==> config.mk <==
export PLATFORM = sky130hd
export DESIGN_NAME = cart_loader
export DESIGN_NICKNAME = d
export VERILOG_FILES = /design/src/rtl/cart_loader.sv
export SDC_FILE = /design/constraint.sdc
export NUM_CORES = 1
export LEC_CHECK = 0
export BUFFER_PORTS_ARGS = -buffer_cell sky130_fd_sc_hd__buf_2
export CAP_MARGIN = 20
export CELL_PAD_IN_SITES_DETAIL_PLACEMENT = 1
export CELL_PAD_IN_SITES_GLOBAL_PLACEMENT = 2
export CORE_MARGIN = 3
export CORE_UTILIZATION = 40
export DETAILED_ROUTE_END_ITERATION = 8
export PLACE_DENSITY = 0.82
export RECOVER_POWER = 50
export SYNTH_ARGS = -nofsm -noshare
export SYNTH_HDL_FRONTEND = slang
export SYNTH_SLANG_ARGS = --single-unit
==> constraint.sdc <==
create_clock -name clk -period 2.9 [get_ports clk]
set_input_delay 0.145 -clock clk [delete_from_list [all_inputs] [get_ports clk]]
set_output_delay 0.145 -clock clk [all_outputs]
set_load 0.005 [all_outputs]
==> src/rtl/cart_loader.sv <==
// cart_loader: streams an ioctl file download into cartridge memory,
// either as a raw .bin image or as a paged ST2 image.
module cart_loader (
    input  logic        clk,
    input  logic        reset_n,
    input  logic        ioctl_download,
    input  logic [7:0]  ioctl_index,
    input  logic        ioctl_wr,
    input  logic [24:0] ioctl_addr,
    input  logic [7:0]  ioctl_dout,
    output logic [15:0] cart_addr,
    output logic [7:0]  cart_data,
    output logic        cart_we,
    output logic        busy,
    output logic        cart_valid,
    output logic        error
);

    typedef enum logic [2:0] {
        S_IDLE,
        S_RAW,
        S_HDR,
        S_DATA,
        S_DONE,
        S_ERR
    } state_t;

    state_t      state_q, state_d;
    logic        dl_q;
    logic        act_q, act_d;
    logic        ovf_q, ovf_d;
    logic [7:0]  n_q, n_d;
    logic [16:0] cnt_q, cnt_d;
    logic [7:0]  page_q [64];
    logic        we_q, we_d;
    logic [15:0] addr_q, addr_d;
    logic [7:0]  data_q, data_d;

    logic        pg_clr, pg_we;
    logic [5:0]  pg_idx;
    logic        rise, fall, acc;
    logic [25:0] addr_p1;
    logic [16:0] cnt_new;
    logic [16:0] blk;
    logic [5:0]  kidx;
    logic [7:0]  pg;
    logic        blk_ok;
    logic [7:0]  magic;

    // act_q marks a download that belongs to this loader
    assign rise    = ioctl_download & ~dl_q & (ioctl_index[5:0] == 6'd1);
    assign fall    = ~ioctl_download & dl_q & act_q;
    assign acc     = ioctl_wr & ioctl_download & act_q & ~rise;
    assign addr_p1 = {1'b0, ioctl_addr} + 26'd1;
    assign cnt_new = (|addr_p1[25:17]) ? '1 : addr_p1[16:0];
    assign blk     = ioctl_addr[24:8];
    assign kidx    = blk[5:0] - 6'd1;
    assign pg      = page_q[kidx];
    assign blk_ok  = (blk != 17'd0) && (blk < {9'd0, n_q});

    always_comb begin
        magic = 8'h52;
        unique case (ioctl_addr[1:0])
            2'd0: magic = 8'h52;
            2'd1: magic = 8'h43;
            2'd2: magic = 8'h41;
            2'd3: magic = 8'h32;
        endcase
    end

    always_comb begin
        state_d = state_q;
        act_d   = act_q;
        ovf_d   = ovf_q;
        n_d     = n_q;
        cnt_d   = cnt_q;
        pg_clr  = 1'b0;
        pg_we   = 1'b0;
        pg_idx  = ioctl_addr[5:0];
        we_d    = 1'b0;
        addr_d  = addr_q;
        data_d  = data_q;
        if (rise) begin
            act_d  = 1'b1;
            ovf_d  = 1'b0;
            n_d    = 8'd0;
            cnt_d  = 17'd0;
            pg_clr = 1'b1;
            unique case (ioctl_index[7:6])
                2'd0:    state_d = S_RAW;
                2'd1:    state_d = S_HDR;
                default: state_d = S_ERR;
            endcase
        end else if (fall) begin
            act_d = 1'b0;
            unique case (state_q)
                S_RAW:  state_d = ovf_q ? S_ERR : S_DONE;
                S_DATA: state_d = (cnt_q < {1'b0, n_q, 8'h00}) ? S_ERR : S_DONE;
                S_IDLE, S_DONE: state_d = state_q;
                default: state_d = S_ERR;
            endcase
        end else if (acc) begin
            if (cnt_new > cnt_q)
                cnt_d = cnt_new;
            unique case (state_q)
                S_RAW: begin
                    if (ioctl_addr < 25'h0C00) begin
                        we_d   = 1'b1;
                        addr_d = 16'h0400 + ioctl_addr[15:0];
                        data_d = ioctl_dout;
                    end else begin
                        ovf_d = 1'b1;
                    end
                end
                S_HDR: begin
                    if (ioctl_addr < 25'd4) begin
                        if (ioctl_dout != magic)
                            state_d = S_ERR;
                    end else if (ioctl_addr == 25'd4) begin
                        n_d = ioctl_dout;
                        if (ioctl_dout < 8'd2 || ioctl_dout > 8'd65)
                            state_d = S_ERR;
                    end else if (ioctl_addr[24:6] == 19'd1) begin
                        pg_we = 1'b1;
                    end else if (ioctl_addr == 25'd255) begin
                        state_d = S_DATA;
                    end
                end
                S_DATA: begin
                    // page 0x00 marks a block that is not loaded
                    if (blk_ok && pg != 8'h00) begin
                        we_d   = 1'b1;
                        addr_d = {pg, ioctl_addr[7:0]};
                        data_d = ioctl_dout;
                    end
                end
                default: ;
            endcase
        end
    end

    // dl_q resets high so a transfer still running at release is not seen as new
    always_ff @(posedge clk or negedge reset_n) begin
        if (!reset_n) begin
            state_q <= S_IDLE;
            dl_q    <= 1'b1;
            act_q   <= 1'b0;
            ovf_q   <= 1'b0;
            n_q     <= 8'd0;
            cnt_q   <= 17'd0;
            we_q    <= 1'b0;
            addr_q  <= 16'h0000;
            data_q  <= 8'h00;
        end else begin
            state_q <= state_d;
            dl_q    <= ioctl_download;
            act_q   <= act_d;
            ovf_q   <= ovf_d;
            n_q     <= n_d;
            cnt_q   <= cnt_d;
            we_q    <= we_d;
            addr_q  <= addr_d;
            data_q  <= data_d;
        end
    end

    always_ff @(posedge clk or negedge reset_n) begin
        if (!reset_n) begin
            for (int i = 0; i < 64; i++)
                page_q[i] <= 8'h00;
        end else if (pg_clr) begin
            for (int i = 0; i < 64; i++)
                page_q[i] <= 8'h00;
        end else if (pg_we) begin
            page_q[pg_idx] <= ioctl_dout;
        end
    end

    assign cart_we    = we_q;
    assign cart_addr  = addr_q;
    assign cart_data  = data_q;
    assign error      = (state_q == S_ERR);
    assign cart_valid = (state_q == S_DONE);
    assign busy       = (state_q == S_RAW) || (state_q == S_HDR) ||
                        (state_q == S_DATA) ||
                        ((state_q == S_ERR) && ioctl_download && act_q);

endmodule

Word-level counts from Yosys, hierarchy flattened
Index checks and enable logic that the tools add are counted.
{"block": "word_totals", "reg_bits": 568, "mem_bits_ro": 0, "n_memories": 0, "output_inout_bits": 28, "latchBits": 0, "ramBits": 0}
{"block": "classes", "div_mod_pow": 0, "n_shift": 0, "n_mux": 61, "multipliers": 0, "bitwise_logic": 13, "n_addsub": 3, "order_cmp": 10, "eq_ne": 23, "n_reduce_logical": 32}
{"op": "2-to-1 mux 512 bit", "count": 2}
{"op": "bitwise mux 512 bit", "count": 1}
{"op": "2-to-1 mux 8 bit", "count": 11}
{"op": "2-to-1 mux 17 bit", "count": 5}
{"op": "binary-select mux 8 bit (select 6 bit)", "count": 1}
{"op": "demux 8 bit (select 6 bit)", "count": 1}
{"op": "2-to-1 mux 16 bit", "count": 2}
{"op": "one-hot mux 16 bit (2 select lines)", "count": 1}
{"op": "one-hot mux 8 bit (4 select lines)", "count": 1}
{"op": "2-to-1 mux 3 bit", "count": 10}
{"op": "adder 25 x 1 -> 26 bit, second input constant", "count": 1}
{"op": "== test 25 x 3 -> 1 bit, second input constant", "count": 1}
{"op": "== test 25 x 8 -> 1 bit, second input constant", "count": 1}
{"op": "less-than comparator 25 x 12 -> 1 bit, second input constant", "count": 1}
{"op": "less-than comparator 25 x 3 -> 1 bit, second input constant", "count": 1}
{"op": "2-to-1 mux 1 bit", "count": 22}
{"op": "== test 19 x 1 -> 1 bit, second input constant", "count": 1}
{"op": "> comparator 17 bit", "count": 1}
{"op": "less-than comparator 17 x 16 -> 1 bit", "count": 1}
{"op": "less-than comparator 17 x 8 -> 1 bit", "count": 1}
{"op": "nonzero test 17 bit", "count": 1}
{"op": "adder 11 x 16 -> 16 bit, first input constant", "count": 1}
{"op": "one-hot mux 8 bit (2 select lines)", "count": 1}
{"op": "nonzero test 2 bit", "count": 8}
{"op": "other kinds (37)", "count": 65}

Logic depth before layout (Yosys ltp)
{"block": "depth", "depth_word": 12, "ltp_mapped": 25}

Least setup slack after synthesis
Ideal clock, no wire load.
{"block": "synth_path", "kind": "input -> register", "startpoint": "in ioctl_addr[8]", "endpoint": "reg cnt_q[10]", "path_stages": 24, "arrival_time_ns": 4.517, "setup_slack_ns": -1.716, "setup_ns": 0.099, "n_path_buf": 5, "t_required_ns": 2.801, "path_cell_list": "buf_4 buf_6 buf_4 inv_1 nor4_2 and2_1 nand4_1 o41ai_1 o211ai_1 a211oi_2 buf_2 nand2_1 ha_1 nor2b_1 o21a_1 o21ai_0 nand2b_1 a21oi_1 o21ai_0 a21oi_1 a221oi_1 clkbuf_1 nor2_1 a311oi_1"}
{"block": "synth_via", "elab_chain_len": 7}
{"item": "start: declaration", "line_no": "9", "text": "input logic [24:0] ioctl_addr,"}
{"item": "adder 25 x 1 -> 26 bit (*)", "line_no": "54", "text": "assign addr_p1 = {1'b0, ioctl_addr} + 26'd1;"}
{"item": "OR reduction 9 bit", "line_no": "55", "text": "assign cnt_new = (|addr_p1[25:17]) ? '1 : addr_p1[16:0];"}
{"item": "2-to-1 mux 17 bit (*)", "line_no": "55"}
{"item": "parallel branches: the longest is 4 deep, another holds > comparator 17 bit"}
{"item": "end signal: assignment", "line_no": "160", "text": "cnt_q <= cnt_d;"}
{"item": "end: declaration", "line_no": "33", "text": "logic [16:0] cnt_q, cnt_d;"}
Mark *: on every way between the ends. The select of a mux whose other input is x is not followed.
A chain may end at the register's enable or synchronous reset.

Final worst setup path
{"block": "layout_path", "startpoint": "in ioctl_addr[5]", "endpoint": "reg cnt_q[9]"}
The elaborated chain is that of the path after synthesis.

==> results.json <==
{
  "wl_um": 111700,
  "synthArstFlopShare_pct": 100.0,
  "drc": 0,
  "status": "finished with violations",
  "vias": 25830,
  "finalSetupViolCount": 41,
  "ys_ff_latch": 568,
  "yosysMostFrequentCell": "nand2_1",
  "firstDrtPassIters": 5,
  "fmax_ghz": 0.3024,
  "rows": 98,
  "drv_cap": 1,
  "core_um2": 71610,
  "gp_congestion": 0.9411,
  "fin_crit_ns": 3.307,
  "crit_type": "in -> reg",
  "drt_iter0_drc": 2221,
  "fin_nets": 3528,
  "critPathMaxStageDelay_ns": 0.38,
  "synth_area_leaders": "dfrtp_1 (49%), nand2_1 (15%), mux4_2 (10%)",
  "yosys.area.top_type": "dfrtp_1",
  "synthDistinctLibCells": 65,
  "track_usage_pct": 29.67,
  "insertion_delay_ns": 0.61,
  "violations": "capacitance limit, slew limit, setup timing",
  "p_per_area_nw_per_um2": 533.9,
  "setup_ws_ns": -0.4070,
  "multi_input_area_um2": 14280,
  "irDropWorstVdd_mv": 0.4783,
  "cp_top_family": "compound AO/OA/AOI/OAI gates",
  "numCtsBuffers": 69,
  "grt_pass1_wl_um": 171900,
  "cp.required_ns": 3.40,
  "cp_cell_sequence": "buf_8 -> nand3_4 -> nor4_4 -> and2_4 -> nand4_1 -> buf_4 -> o31a_1 -> a211oi_4 -> buf_12 -> nand2_4 -> ha_4 -> nor2b_4 -> o21a_1 -> o21ai_1 -> nand2b_1 -> a21oi_2 -> o21ai_2 -> a21oi_2 -> a221oi_4 -> buf_6 -> nor2_1 -> a311oi_2",
  "grt_antenna_before_repair": 2,
  "p_leak_nw": 15.46,
  "whs_ns": 0.05190,
  "die-area_um2": 75770,
  "synthCells": 3156,
  "finalMaxSlewViolations": 76,
  "port_buffers": 72,
  "grt_pass1_vias": 28070,
  "drt-wirelength-per-cell_um": 25.16,
  "yosys-top-cells-count": "nand2_1 (1140), dfrtp_1 (567), a21oi_1 (517), clkbuf_1 (150), nor2_1 (135)",
  "crit_fanout": 7,
  "utilization_pct": 49.88,
  "syn_area_um2": 29000,
  "worstSetupStartpoint": "ioctl_addr[5]",
  "clock_path_buffers": 3,
  "ys.flop_type": "dfrtp_1",
  "dpl_cell_area_um2": 32490,
  "r2r_start": "page_q[195]",
  "antenna_cells": 0,
  "pin_count": 73,
  "clock_tree.root_cell": "clkbuf_16",
  "drive_gt1_share_pct": 22.34,
  "finalSetupTns_ns": -11.19,
  "synth_top_cell_area_share_pct": 48.93,
  "seq_area_um2": 14210,
  "slew_headroom_pct": -62.93,
  "fp.dieW_um": 275.3,
  "hold_path.class": "in -> reg",
  "max_slew.worst_pin.slew_ns": 2.444,
  "fin_area_um2": 35720,
  "rsz0062_at_grt": "true",
  "antenna_left": 0,
  "final.setup_skew_ns": 0.02276,
  "min_from": "ioctl_addr[2]",
  "crit_buf_inv": 4,
  "hpwlAfterDp_um": 73880,
  "crit_slowest_cell": "a221oi_4",
  "die_height_um": 275.3,
  "synthesis.nets": 3240,
  "arrival_ns": 3.81,
  "grt_max_degree": 93,
  "viasPerCell": 5.816,
  "post_synth.cell_area_avg_um2": 9.189,
  "hold_viol": 0,
  "htree_levels": 3,
  "end_kind": "flop",
  "yosys_warnings": 0,
  "initial_utilization_pct": 40.50,
  "clock-sinks": 568,
  "synth_edf_count": 0,
  "seq_area_frac_synth_pct": 49.02,
  "fin_crit_sh_pct": 114.0,
  "worst_path_most_repeated_cell": "a21oi_2",
  "start_kind": "input pin",
  "cts_tree": "done",
  "area_growth_pct": 23.17,
  "filler_cell_count": 8111,
  "grt-ovfl-total": 0,
  "clkTransAtPathRegs_ns": 0.06
}
==> worst min-delay path: stages <==
cell	delay, ns
buf_2	0.13
buf_8	0.18
mux2_4	0.16
==> per-stage QoR <==
step	setup WS (ns)	std cells	power (mW)
CTS	-0.3458	4430	19.15
detailed placement	-1.326	4270	9.974
finish	-0.4070	4441	19.07
global route	-0.5945	4441	19.72
floorplan	-1.004	3156	9.100
global placement	-1.135	4270	9.916
==> path summary, 6_finish.rpt <==
| kind | slack, ns | cells past startpoint | endpoint |
|---|---|---|---|
| setup / recovery | -0.41 | 22 | cnt_q[9] |
| setup reg to reg | -0.24 | 11 | cart_addr[0] |
| hold reg to reg | 0.48 | 2 | n_q[2] |
| hold / removal | 0.05 | 3 | cart_addr[2] |
| min in group asynchronous | 0.82 | 2 | page_q[465] |
| max in group asynchronous | 0.24 | 3 | page_q[236] |
==> sequential cells by signal (all words and copies together) (netlist names) <==
register	flops
page_q	512
state_q	3
cart_we	1
act_q	1
cnt_q	17
n_q	8
dl_q	1
cart_data	8
cart_addr	16
ovf_q	1
==> final cells by class <==
type / count / area share, %
inverters: 33 / 0.3678
well taps: 950 / 3.328
clock inverters: 24 / 1.089
clock buffers: 94 / 5.436
flip-flops and latches: 568 / 39.79
multi-input cells: 2351 / 39.97
repair buffers: 421 / 10.01
==> metal layers <==
| metal | vias to the layer above | GRT usage [%] | part of all wire, % |
|---|---|---|---|
| li1 | 11360 | - | - |
| met1 | 13530 | 39.49 | 42 |
| met2 | 720 | 48.94 | 48 |
| met3 | 222 | 4.746 | 5.4 |
| met4 | 0 | 11.34 | 3.7 |
| met5 | - | 0 | 0 |
==> report_power, final <==
group          leakage, nW  switching (mW)  internal, mW  total [mW]
sequential            7.90          0.0817          8.01        8.09
combinational         6.42            1.17         0.737        1.91
clock                 1.14            3.57          5.50        9.07
total                 15.5            4.82          14.2        19.1
==> layout by cell type (no fill, tap or decap), types with 50 or more instances in the layout <==
| cell type | n |
|---|---|
| buf_4 | 279 |
| o21ai_0 | 50 |
| dfrtp_1 | 567 |
| buf_2 | 60 |
| nand3_1 | 73 |
| nor2_1 | 128 |
| nand2_1 | 1106 |
| a21oi_1 | 512 |
| clkbuf_16 | 71 |
| mux4_2 | 136 |
==> cell families after synthesis <==
| group | synth area share [%] |
|---|---|
| AO/OA/AOI/OAI | 12.03 |
| XOR/XNOR | 0.8370 |
| adder cells (fa/ha/maj) | 1.683 |
| buffers and inverters | 3.551 |
| flip-flops | 49.02 |
| multiplexers | 12.41 |
| AND/OR/NAND/NOR | 20.47 |
==> what timing repair did <==
action / 4_1_cts / 5_1_grt
endpoints found under the hold margin: 89 / 0
cloned: 5 / 0
setup endpoints to repair: 70 / 175
resized for setup: 71 / 72
setup buffers: 24 / 14
hold buffers: 14 / 0
pin swaps: 41 / 20
Power figures use the tool's default switching activity.
